[src/rtl/new_usb_nonperiodic_arbiter.sv]
// new_usb_nonperiodic_arbiter
//   Arbitrates between the OHCI control and bulk endpoint-descriptor lists.
//   While nonperiodic processing is allowed, the control list is served
//   ratio_i+1 EDs for every bulk ED. A list is eligible only when it is both
//   enabled and filled. The grant comes from a registered state, so it changes
//   one cycle after the input that causes the change.
//
// Ports
//   clk_i              : clock
//   rst_ni             : asynchronous active-low reset
//   nonperiodic_en_i   : nonperiodic processing allowed this frame
//   control_enable_i   : control list enable (CLE)
//   bulk_enable_i      : bulk list enable (BLE)
//   control_filled_i   : control list filled (CLF)
//   bulk_filled_i      : bulk list filled (BLF)
//   ratio_i            : control:bulk ratio (ratio_i+1 control EDs per bulk ED)
//   served_control_i   : level "control ED served"; only rising edges count
//   served_bulk_i      : level "bulk ED served"; only rising edges count
//   select_control_o   : control list granted
//   select_bulk_o      : bulk list granted
//   idle_o             : no list granted
//   count_o            : control EDs remaining before the bulk turn
//   last_control_o     : the next served control ED completes the ratio
module new_usb_nonperiodic_arbiter #(
  parameter int unsigned RATIO_WIDTH = 2
) (
  input  logic                   clk_i,
  input  logic                   rst_ni,
  input  logic                   nonperiodic_en_i,
  input  logic                   control_enable_i,
  input  logic                   bulk_enable_i,
  input  logic                   control_filled_i,
  input  logic                   bulk_filled_i,
  input  logic [RATIO_WIDTH-1:0] ratio_i,
  input  logic                   served_control_i,
  input  logic                   served_bulk_i,
  output logic                   select_control_o,
  output logic                   select_bulk_o,
  output logic                   idle_o,
  output logic [RATIO_WIDTH-1:0] count_o,
  output logic                   last_control_o
);

  typedef enum logic [1:0] {
    ST_IDLE    = 2'd0,
    ST_CONTROL = 2'd1,
    ST_BULK    = 2'd2
  } state_t;

  state_t                 state_reg, state_next;
  logic [RATIO_WIDTH-1:0] count_reg, count_next;
  logic                   served_control_reg;
  logic                   served_bulk_reg;

  logic control_eligible;
  logic bulk_eligible;
  logic control_event;
  logic bulk_event;

  assign control_eligible = control_enable_i & control_filled_i;
  assign bulk_eligible    = bulk_enable_i & bulk_filled_i;

  // A served indication counts once per rising edge, however long it is held.
  assign control_event = served_control_i & ~served_control_reg;
  assign bulk_event    = served_bulk_i & ~served_bulk_reg;

  always_ff @(posedge clk_i or negedge rst_ni) begin
    if (!rst_ni) begin
      state_reg          <= ST_IDLE;
      count_reg          <= '0;
      served_control_reg <= 1'b0;
      served_bulk_reg    <= 1'b0;
    end else begin
      state_reg          <= state_next;
      count_reg          <= count_next;
      // Edge registers always track their inputs, so an event seen while the
      // other list is granted is consumed rather than deferred.
      served_control_reg <= served_control_i;
      served_bulk_reg    <= served_bulk_i;
    end
  end

  always_comb begin
    state_next = state_reg;
    count_next = count_reg;

    if (!nonperiodic_en_i) begin
      // Losing the frame permission overrides everything; count is kept.
      state_next = ST_IDLE;
    end else begin
      unique case (state_reg)
        ST_IDLE: begin
          if (control_eligible) begin
            state_next = ST_CONTROL;
            count_next = ratio_i;
          end else if (bulk_eligible) begin
            state_next = ST_BULK;
          end
        end

        ST_CONTROL: begin
          // A served event is handled before any eligibility change.
          if (control_event) begin
            if (count_reg != '0) begin
              count_next = count_reg - RATIO_WIDTH'(1);
            end else if (bulk_eligible) begin
              state_next = ST_BULK;
            end else begin
              // Ratio complete but bulk has nothing to do: start a new round.
              count_next = ratio_i;
            end
          end else if (!control_eligible) begin
            state_next = bulk_eligible ? ST_BULK : ST_IDLE;
          end
        end

        ST_BULK: begin
          if (bulk_event) begin
            if (control_eligible) begin
              state_next = ST_CONTROL;
              count_next = ratio_i;
            end
          end else if (!bulk_eligible) begin
            if (control_eligible) begin
              state_next = ST_CONTROL;
              count_next = ratio_i;
            end else begin
              state_next = ST_IDLE;
            end
          end
        end

        default: begin
          state_next = ST_IDLE;
        end
      endcase
    end
  end

  assign select_control_o = (state_reg == ST_CONTROL);
  assign select_bulk_o    = (state_reg == ST_BULK);
  assign idle_o           = (state_reg == ST_IDLE);
  assign count_o          = count_reg;
  assign last_control_o   = (state_reg == ST_CONTROL) && (count_reg == '0);

endmodule

[config.mk]
export PLATFORM = sky130hd
export DESIGN_NAME = new_usb_nonperiodic_arbiter
export DESIGN_NICKNAME = d
export VERILOG_FILES = /design/src/rtl/new_usb_nonperiodic_arbiter.sv
export SDC_FILE = /design/constraint.sdc
export NUM_CORES = 1
export LEC_CHECK = 0
export BUFFER_PORTS_ARGS = -buffer_cell sky130_fd_sc_hd__buf_4
export CAP_MARGIN = 20
export CORE_AREA = 2 2 39 41
export CTS_CLUSTER_SIZE = 10
export DETAILED_ROUTE_END_ITERATION = 12
export DIE_AREA = 0 0 41 43
export PLACE_DENSITY = 0.63
export REMOVE_ABC_BUFFERS = 1
export SYNTH_ARGS = -nofsm -noshare
export SYNTH_HDL_FRONTEND = slang
export SYNTH_SLANG_ARGS = --single-unit
[constraint.sdc]
create_clock -name clk_i -period 2.89 [get_ports clk_i]
set_clock_uncertainty 0.2 [all_clocks]
set_input_delay 0.578 -clock clk_i [delete_from_list [all_inputs] [get_ports clk_i]]
set_output_delay 0.578 -clock clk_i [all_outputs]
set_load 0.01 [all_outputs]
# Yosys cells after proc, flatten, opt, wreduce, memory -nomap -nowiden

Cells that the tools add are included.
W data, S select, Z words.

Bits in registers: 6
Bits of input ports: 11
Output and inout bits: 6

Add/sub/neg operators: 1
Equal/unequal tests: 9
Mux-type cells: 19
Bitwise logic cells: 6
Reductions and logical operators: 7

Operators with widths:

| kind                  | count |
|---|---|
| $mux W2               | 16 |
| $pmux W2 S3           | 2 |
| $ne A4 B3 Y1 const B  | 2 |
| $ne A4 B4 Y1 const B  | 2 |
| $ne A3 B2 Y1 const B  | 2 |
| $reduce_and A5 Y1     | 1 |
| $and A1 B1 Y1         | 4 |
| $logic_not A2 Y1      | 2 |
| $reduce_and A4 Y1     | 1 |
| $reduce_bool A3 Y1    | 1 |
| $eq A2 B1 Y1 const B  | 1 |
| $eq A2 B2 Y1 const B  | 1 |
| $ne A2 B1 Y1 const B  | 1 |
| $not A1 Y1            | 2 |
| $reduce_bool A2 Y1    | 1 |
| $sub A2 B1 Y2 const B | 1 |
| $logic_and A1 B1 Y1   | 1 |
| $mux W1               | 1 |

# Longest topological paths before layout

Gate-level depths: netlist (run 1).

Depth in word-level cells: 6
Gate-level depth with buffers: 5
Mapped depth without buffers: 4

# Worst setup path after synthesis (run 1)

No wires, ideal clock.

Kind: flip-flop to flip-flop
Start: reg count_reg[0], in the netlist count_o[0]
End: reg count_reg[1], in the netlist count_o[1]
Arrival: 1.371 ns
Data required time: 2.568 ns
Slack: 1.197 ns
Stages on the path, launching flop included: 5
Period minus slack after synthesis: 1.693 ns
Cells stage by stage: dfrtp_1 -> nor4b_4 -> a21oi_2 -> o211a_1 -> a32o_1

Longest elaborated chain between the ends: 4

Ends and longest elaborated chain:

| element                                             | RTL line | source |
|---|---|---|
| start, declared                                     | 51       | `logic [RATIO_WIDTH-1:0] count_reg, count_next;` |
| start signal, assigned                              | 75       | `count_reg <= count_next;` |
| $sub A2 B1 Y2 or $reduce_bool A2 Y1 (tied branches) | 105, 104 |  |
| $mux W2                                             | 104      | `if (count_reg != '0) begin` |
| $mux W2                                             | 103      | `if (control_event) begin` |
| $pmux W2 S3                                         | 91       | `unique case (state_reg)` |

Several ways; a longest one is shown, not always the timed one. The select of a mux whose other input is x is not followed.
A chain may end at the register's enable or synchronous reset.

# Worst setup path in the final report (run 1)

Start: reg state_reg[0]
End: out last_control_o

Longest elaborated chain between the ends: 2

Ends and longest elaborated chain:

| element                | RTL line | source |
|---|---|---|
| start, declared        | 50       | `state_t state_reg, state_next;` |
| start signal, assigned | 74       | `state_reg <= state_next;` |
| $eq A2 B1 Y1           | 144      | `assign last_control_o = (state_reg == ST_CONTROL) && (count_reg == '0);` |
| $logic_and A1 B1 Y1    | 144      |  |
| end, declared          | 41       | `output logic last_control_o` |

No other way between the ends.

==> metrics.md, run 1 <==
| Metric | Value |
|---|---|
| Hold-critical path depth | 1 |
| Effective utilization at floorplan | 32.4% |
| Post-synth top area cell | dfrtp_1 |
| CTS Buffer Depth | 2 |
| Post-DP HPWL | 797 µm |
| Vias/cell | 5.20 |
| Seq pwr share | 43.1% |
| Post-synth ARST share | 100% |
| Via count | 421 |
| Worst Setup Path Type | flip-flop to primary output |
| Post-CTS Resized | 0 |
| Pwr dens | approximately 440 nW/µm² |
| Drt total wl | approximately 1000 µm |
| Mapped Area | 448 µm² |
| Endpoints failing setup | 0 |
| Clock root cell | clkbuf_4 |
| Area of the multi-input gates | 268 µm² |
| GP Congestion | 0.656 |
| Largest stage delay, worst path | about 0.52 ns |
| Status | completed |
| Design Power | 0.000264 W |
| Post-synth EDFFs | 0 |
| Top post-synthesis cells by area | dfrtp_1, o2111ai_1, nor4b_4 |
| Rows | 14 |
| Final Hold Viols | 0 |
| # Post-CTS Setup Buffers | 0 |
| Gate power share | 29.5% |
| First-pass GRT wire length | approximately 1.6 mm |
| Crit path cell chain | nor4b_4 > buf_4 |
| Clk pwr share | around 28% |
| CTS tree | done |
| Cell count after synthesis | 47 |
| Worst Tran Pin Value | between 0.3 and 0.4 ns |
| Starting DRT DRC Count | 5 |
| Hold_ws | 0.268 ns |
| Worst EP arrival | 1.22 ns |
| Nature of the critical path endpoint | primary output |
| Pint | 0.000184 W |
| Total Routing Usage GR | a little over an eighth |
| Clock transition at path regs | 0.04 ns |
| TritonCTS Buffers | 3 |
| Clock Latency Late Sink | 0.24 ns |
| Nets | slightly below 80 |
| IO Pins | 17 |
| Initial antenna violation count | 0 |
| Post-route ant nets | 0 |
| Post-Place Cells | 77 |
| Chip width | 41 µm |
| Fill count | 149 |
| NetSw | 0.0000800 W |
| Relative slew margins | 78.2% |
| Max-cap viol count | 0 |
| Htree depth | 1 |
| Fin Setup TNS | 0 ns |
| Reg2reg path depth | 4 |
| Required time worst endpoint | about 2.1 ns |
| Final non-filler cell total | 81 |
| Clock sink count | 6 |
| Period Utilization, post-route | 69.3% |
| Unrepaired setup endpoints after global routing | no |
| Netlist cell types | 28 |
| Top_reg_cell synth | dfrtp_1 |
| Share of layout cells above drive strength 1 | a little over a third |
| I/O Buffers | 16 |
| # diodes | 0 |
| Worst VDD drop | approximately 0.00019 V |
| Seq cells post-synth | 6 |
| Largest net degree at the start of global routing | 12 |
| DR pass1 iterations | 4 |
| Post-synthesis sequential area ratio | 33.5% |
| Gr ovfl total | 0 |
| Crit path launch type | flip-flop |
| DRC viols | 0 |
| Max-slew violations | 0 |
| Synth Warn # | 0 |
| Register Area | 150 µm² |
| Leakage | 0.279 nW |
| Die Area | 1760 µm² |
| Post-Syn Area per Cell | 9.53 µm² |
| Drt wl/cell | 12.0 µm |
| Area Growth Syn to Fin | 34.4% |
| Minimum clock period | 2.00 ns |
| Share of the synthesized area in the top cell type | 33.5% |
| CP Max Fanout | 11 |
| Maximum clock rate | roughly 0.5 GHz |
| Sw Share | 30.3% |
| Core Region | 1380 µm² |
| Number of global-route vias before repair | 410 |
| Die Span Y | 43 µm |
| Max stage delay cell, worst path | dfrtp_1 |
| Hold Crit Class | input pin to flip-flop |
## cells in the final DEF, fill, tap and decap left out, types with 2 or more instances in the layout
| cell | instances |
|---|---|
| a21oi_1 | 2 |
| buf_4 | 16 |
| clkbuf_4 | 3 |
| dfrtp_1 | 6 |
| inv_1 | 3 |
| nand2_1 | 2 |
| nand2b_1 | 3 |
| nor2_1 | 5 |
| o2111ai_1 | 3 |
| o21ai_0 | 3 |
## path summary, 6_finish.rpt
| path | startpoint | slack [ns] | to |
|---|---|---|---|
| max | state_reg[0]$_DFFE_PN0P_ | 0.89 | last_control_o |
| min | served_bulk_i | 0.27 | served_bulk_reg$_DFF_PN0_ |
| max reg2reg | state_reg[1]$_DFFE_PN0P_ | 1.15 | count_o[1]$_DFFE_PN0P_ |
| min reg2reg | count_o[1]$_DFFE_PN0P_ | 0.47 | count_o[1]$_DFFE_PN0P_ |
| max in group asynchronous | rst_ni | 1.89 | state_reg[0]$_DFFE_PN0P_ |
| min in group asynchronous | rst_ni | 0.49 | state_reg[1]$_DFFE_PN0P_ |
## power groups by stage
stage	sequential [W]	combinational (W)	clock [W]
3_5_place_dp	0.000115	0.0000773	0
5_1_grt	0.000116	0.0000857	0.0000797
2_1_floorplan	0.000114	0.0000388	0
6_report	0.000113	0.0000777	0.0000724
4_1_cts	0.000113	0.0000786	0.0000785
3_3_place_gp	0.000114	0.0000771	0
## per-layer routing
layer  routed length [µm]  GRT usage [%]
met3                   59           1.57
met4                    0           10.0
met5                    0              0
met1                  426           15.6
met2                  487           20.6
## synth_stat cells, types with 2 or more instances
master / instances
inv_1: 3
nand2b_1: 3
nand2_1: 2
a21oi_1: 2
o21ai_0: 3
nor2_1: 5
o2111ai_1: 3
dfrtp_1: 6
## critical path: cells and delay by family, from the launching register on
kind | cells | cell delay (ns)
buffers and inverters | 1 | 0.17
DFF | 1 | 0.52
and+or+nand+nor | 1 | 0.29
## cell type report
type / instances / share of cell area (%)
Timing Repair Buffer: 17 / 21.6
Sequential cell: 6 / 24.9
Inverter: 3 / 1.87
Multi-Input combinational cell: 36 / 44.5
Clock buffer: 3 / 3.74
Tap cell: 16 / 3.33
## cell families (layout without fill, tap and decap cells)
kind of cell	count (synthesis)	in the layout	synth area share, %
compound gates	18	18	31.3
buf+inv	5	23	6.70
flops	6	6	33.5
mux	2	2	5.31
simple gates	16	16	23.2
## what timing repair did
action	CTS	global route
hold endpoints to repair	6	0
hold buffers	1	0
endpoints found under the setup margin	0	0
## metrics by stage
stage | setup slack (ns) | instance area, µm² | util, %
after floorplan | 1.20 | 429 | -
after global placement | 1.10 | 569 | 41.1
after detailed placement | 1.10 | 569 | 41.1
after CTS | 0.872 | 602 | 43.5
after global routing | 0.826 | 602 | 43.5
final | 0.888 | 602 | 43.5
No activity file was read; power rests on OpenSTA's default activity.
==> run 2, diff against run 1 <==
--- a/config.mk
+++ b/config.mk
@@ -11,7 +11,7 @@
 export CTS_CLUSTER_SIZE = 10
 export DETAILED_ROUTE_END_ITERATION = 12
 export DIE_AREA = 0 0 41 43
-export PLACE_DENSITY = 0.63
+export PLACE_DENSITY = 0.66
 export REMOVE_ABC_BUFFERS = 1
 export SYNTH_ARGS = -nofsm -noshare
 export SYNTH_HDL_FRONTEND = slang
==> constraint.sdc (replaced) <==
create_clock -name clk_i -period 1.8 [get_ports clk_i]
set_clock_uncertainty 0.2 [all_clocks]
set_input_delay 0.36 -clock clk_i [delete_from_list [all_inputs] [get_ports clk_i]]
set_output_delay 0.36 -clock clk_i [all_outputs]
set_load 0.01 [all_outputs]
==> run 2 against run 1 <==
Net effect:
- register-to-register slack got worse by 0.98 ns
- final cell count is 4.9% higher
- worst hold slack got worse by 0.22 ns
- clock power rose by 69%
- routed wire length increased by 6.5%
- first-iteration DRC count increased by 40%
- flip-flop and latch count stayed put
- non-clock buffer count rose by 4
- combinational power up 100%
- critical path type unchanged
- highest routed layer is now met4
==> metrics.md, run 2 (synthesis results as in run 1) <==
| Metric | Value |
|---|---|
| TritonCTS Buffers | 3 |
| Worst setup path start | state_reg[1]$_DFFE_PN0P_ |
| DRC viols | 0 |
| NetSw | roughly 0.00014 W |
| Minimum clock period | 1.73 ns |
| Leakage | ~0.3 nW |
| Design Power | 0.000455 W |
| Worst Setup Path Type | flip-flop to primary output |
| Vias/cell | 5.52 |
| CTS tree | done |
| Die Span Y | 43 µm |
| Pint | between 0.0003 and 0.0004 W |
| Clock transition at path regs | 0.05 ns |
| Gr ovfl total | 0 |
| Largest net degree at the start of global routing | 12 |
| Status | completed |
| Post-route ant nets | 0 |
| Max-slew violations | 0 |
| Worst Tran Pin Value | 0.245 ns |
| Chip width | roughly 41 µm |
| I/O Buffers | 16 |
| Crit path launch type | flip-flop |
| First-pass GRT wire length | 1.73 mm |
| Setup ws final | 0.0705 ns |
| Post-DP HPWL | about 840 µm |
| Endpoints failing setup | 0 |
| Worst r2r src | state_reg[1]$_DFFE_PN0P_ |
| Initial antenna violation count | 0 |
| CP top delay family | flip-flops |
| Die Area | around 1800 µm² |
| Final non-filler cell total | 85 |
| Effective utilization at floorplan | 32.4% |
| Most frequent cells in the layout | buf_4, nor2_1, dfrtp_1 |
| Htree depth | 1 |
| Area Growth Syn to Fin | 41.6% |
| Crit path cell chain | nor4b_4 > buf_4 |
| Hold Crit Start | served_bulk_i |
| CTS Buffer Depth | 2 |
| Pwr dens | 717 nW/µm² |
| Drt wl/cell | 12.2 µm |
| Hold Crit Class | input pin to flip-flop |
| Clk pwr share | about 27% |
| Core Region | 1380 µm² |
| Total Routing Usage GR | 14.7% |
| Worst VDD drop | 0.000279 V |
| Place WS | 0.0975 ns |
| Worst EP arrival | 1.17 ns |
| Relative slew margins | 83.4% |
| Largest stage delay, worst path | roughly 0.44 ns |
| Gate power share | between 30% and 40% |
| Final Hold Viols | 0 |
| Maximum clock rate | 0.578 GHz |
| Share of layout cells above drive strength 1 | 42.0% |
| CP Max Fanout | 6 |
| Number of global-route vias before repair | 418 |
| Period Utilization, post-route | 96.1% |
| Clock sink count | 6 |
| Rows | 14 |
| Starting DRT DRC Count | 7 |
| Nature of the critical path endpoint | primary output |
| Drt total wl | slightly above 1 mm |
| DR pass1 iterations | 4 |
| Post-Place Cells | 79 |
| Worst path bufs/invs | 1 |
| Unrepaired setup endpoints after global routing | no |
| Fin Setup TNS | 0 ns |
| # diodes | 0 |
| Clock root cell | clkbuf_4 |
| Seq pwr share | 38.5% |
| Required time worst endpoint | 1.24 ns |
| Most common cell after layout, fill and taps aside | buf_4 |
| Max stage delay cell, worst path | dfrtp_2 |
| Max-cap viol count | 0 |
| Clock Latency Late Sink | between 0.2 and 0.25 ns |
| IO Pins | 17 |
| Nets | 82 |
| Via count | 469 |
| Sw Share | 30.8% |
| GP Congestion | about 0.71 |
==> run 2: power by group through the flow <==
stage / registers, W / clock network (W) / logic (W)
4_1_cts: 0.000175 / 0.000130 / 0.000144
5_1_grt: 0.000178 / 0.000145 / 0.000173
3_3_place_gp: 0.000176 / 0 / 0.000141
3_5_place_dp: 0.000177 / 0 / 0.000142
6_report: 0.000175 / 0.000122 / 0.000158
2_1_floorplan: 0.000183 / 0 / 0.0000622
==> run 2: final timing paths <==
kind                                             end  slack [ns]  cells after the start
max                                   last_control_o        0.07                      2
min                        served_bulk_reg$_DFF_PN0_        0.04                      1
max reg2reg                   count_o[1]$_DFFE_PN0P_        0.17                      4
min reg2reg                 state_reg[1]$_DFFE_PN0P_        0.44                      2
max in group asynchronous   state_reg[0]$_DFFE_PN0P_        1.00                      2
min in group asynchronous   state_reg[1]$_DFFE_PN0P_        0.27                      2
==> run 2: layout make-up <==
class / count / area [µm²]
Clock buffer: 3 / 22.5
Fill cell: 144 / 749
Inverter: 3 / 11.3
Multi-Input combinational cell: 36 / 268
Sequential cell: 6 / 153
Tap cell: 16 / 20.0
Timing Repair Buffer: 21 / 160
==> run 2: repair_timing <==
| action | 4_1_cts | 5_1_grt |
|---|---|---|
| hold buffers | 1 | 0 |
| setup endpoints to repair | 0 | 2 |
| buffers inserted | 0 | 2 |
| gates resized for setup | 0 | 2 |
| hold endpoints to repair | 6 | 0 |
==> run 2: worst reg2reg max path, stage by stage, from the launching register on <==
cell and delay [ns]:
dfrtp_2 0.44, nor4b_4 0.32, a21oi_2 0.09, o211a_1 0.23, a32o_1 0.24
==> run 2: routing by layer <==
layer,up-vias,wire (µm),GRT usage (%)
li1,225,-,-
met1,213,419,17.2
met2,27,522,22.5
met3,4,83,4.71
met4,0,11,8.00
met5,-,0,0
==> run 2: through the flow <==
step / hold slack (ns) / cell area [µm²] / util [%]
final: 0.0434 / 634 / 45.8
after global routing: 0.0248 / 634 / 45.8
after CTS: 0.0360 / 617 / 44.6
after detailed placement: -0.0250 / 584 / 42.2
after global placement: -0.0280 / 584 / 42.2
after floorplan: -0.136 / 429 / -
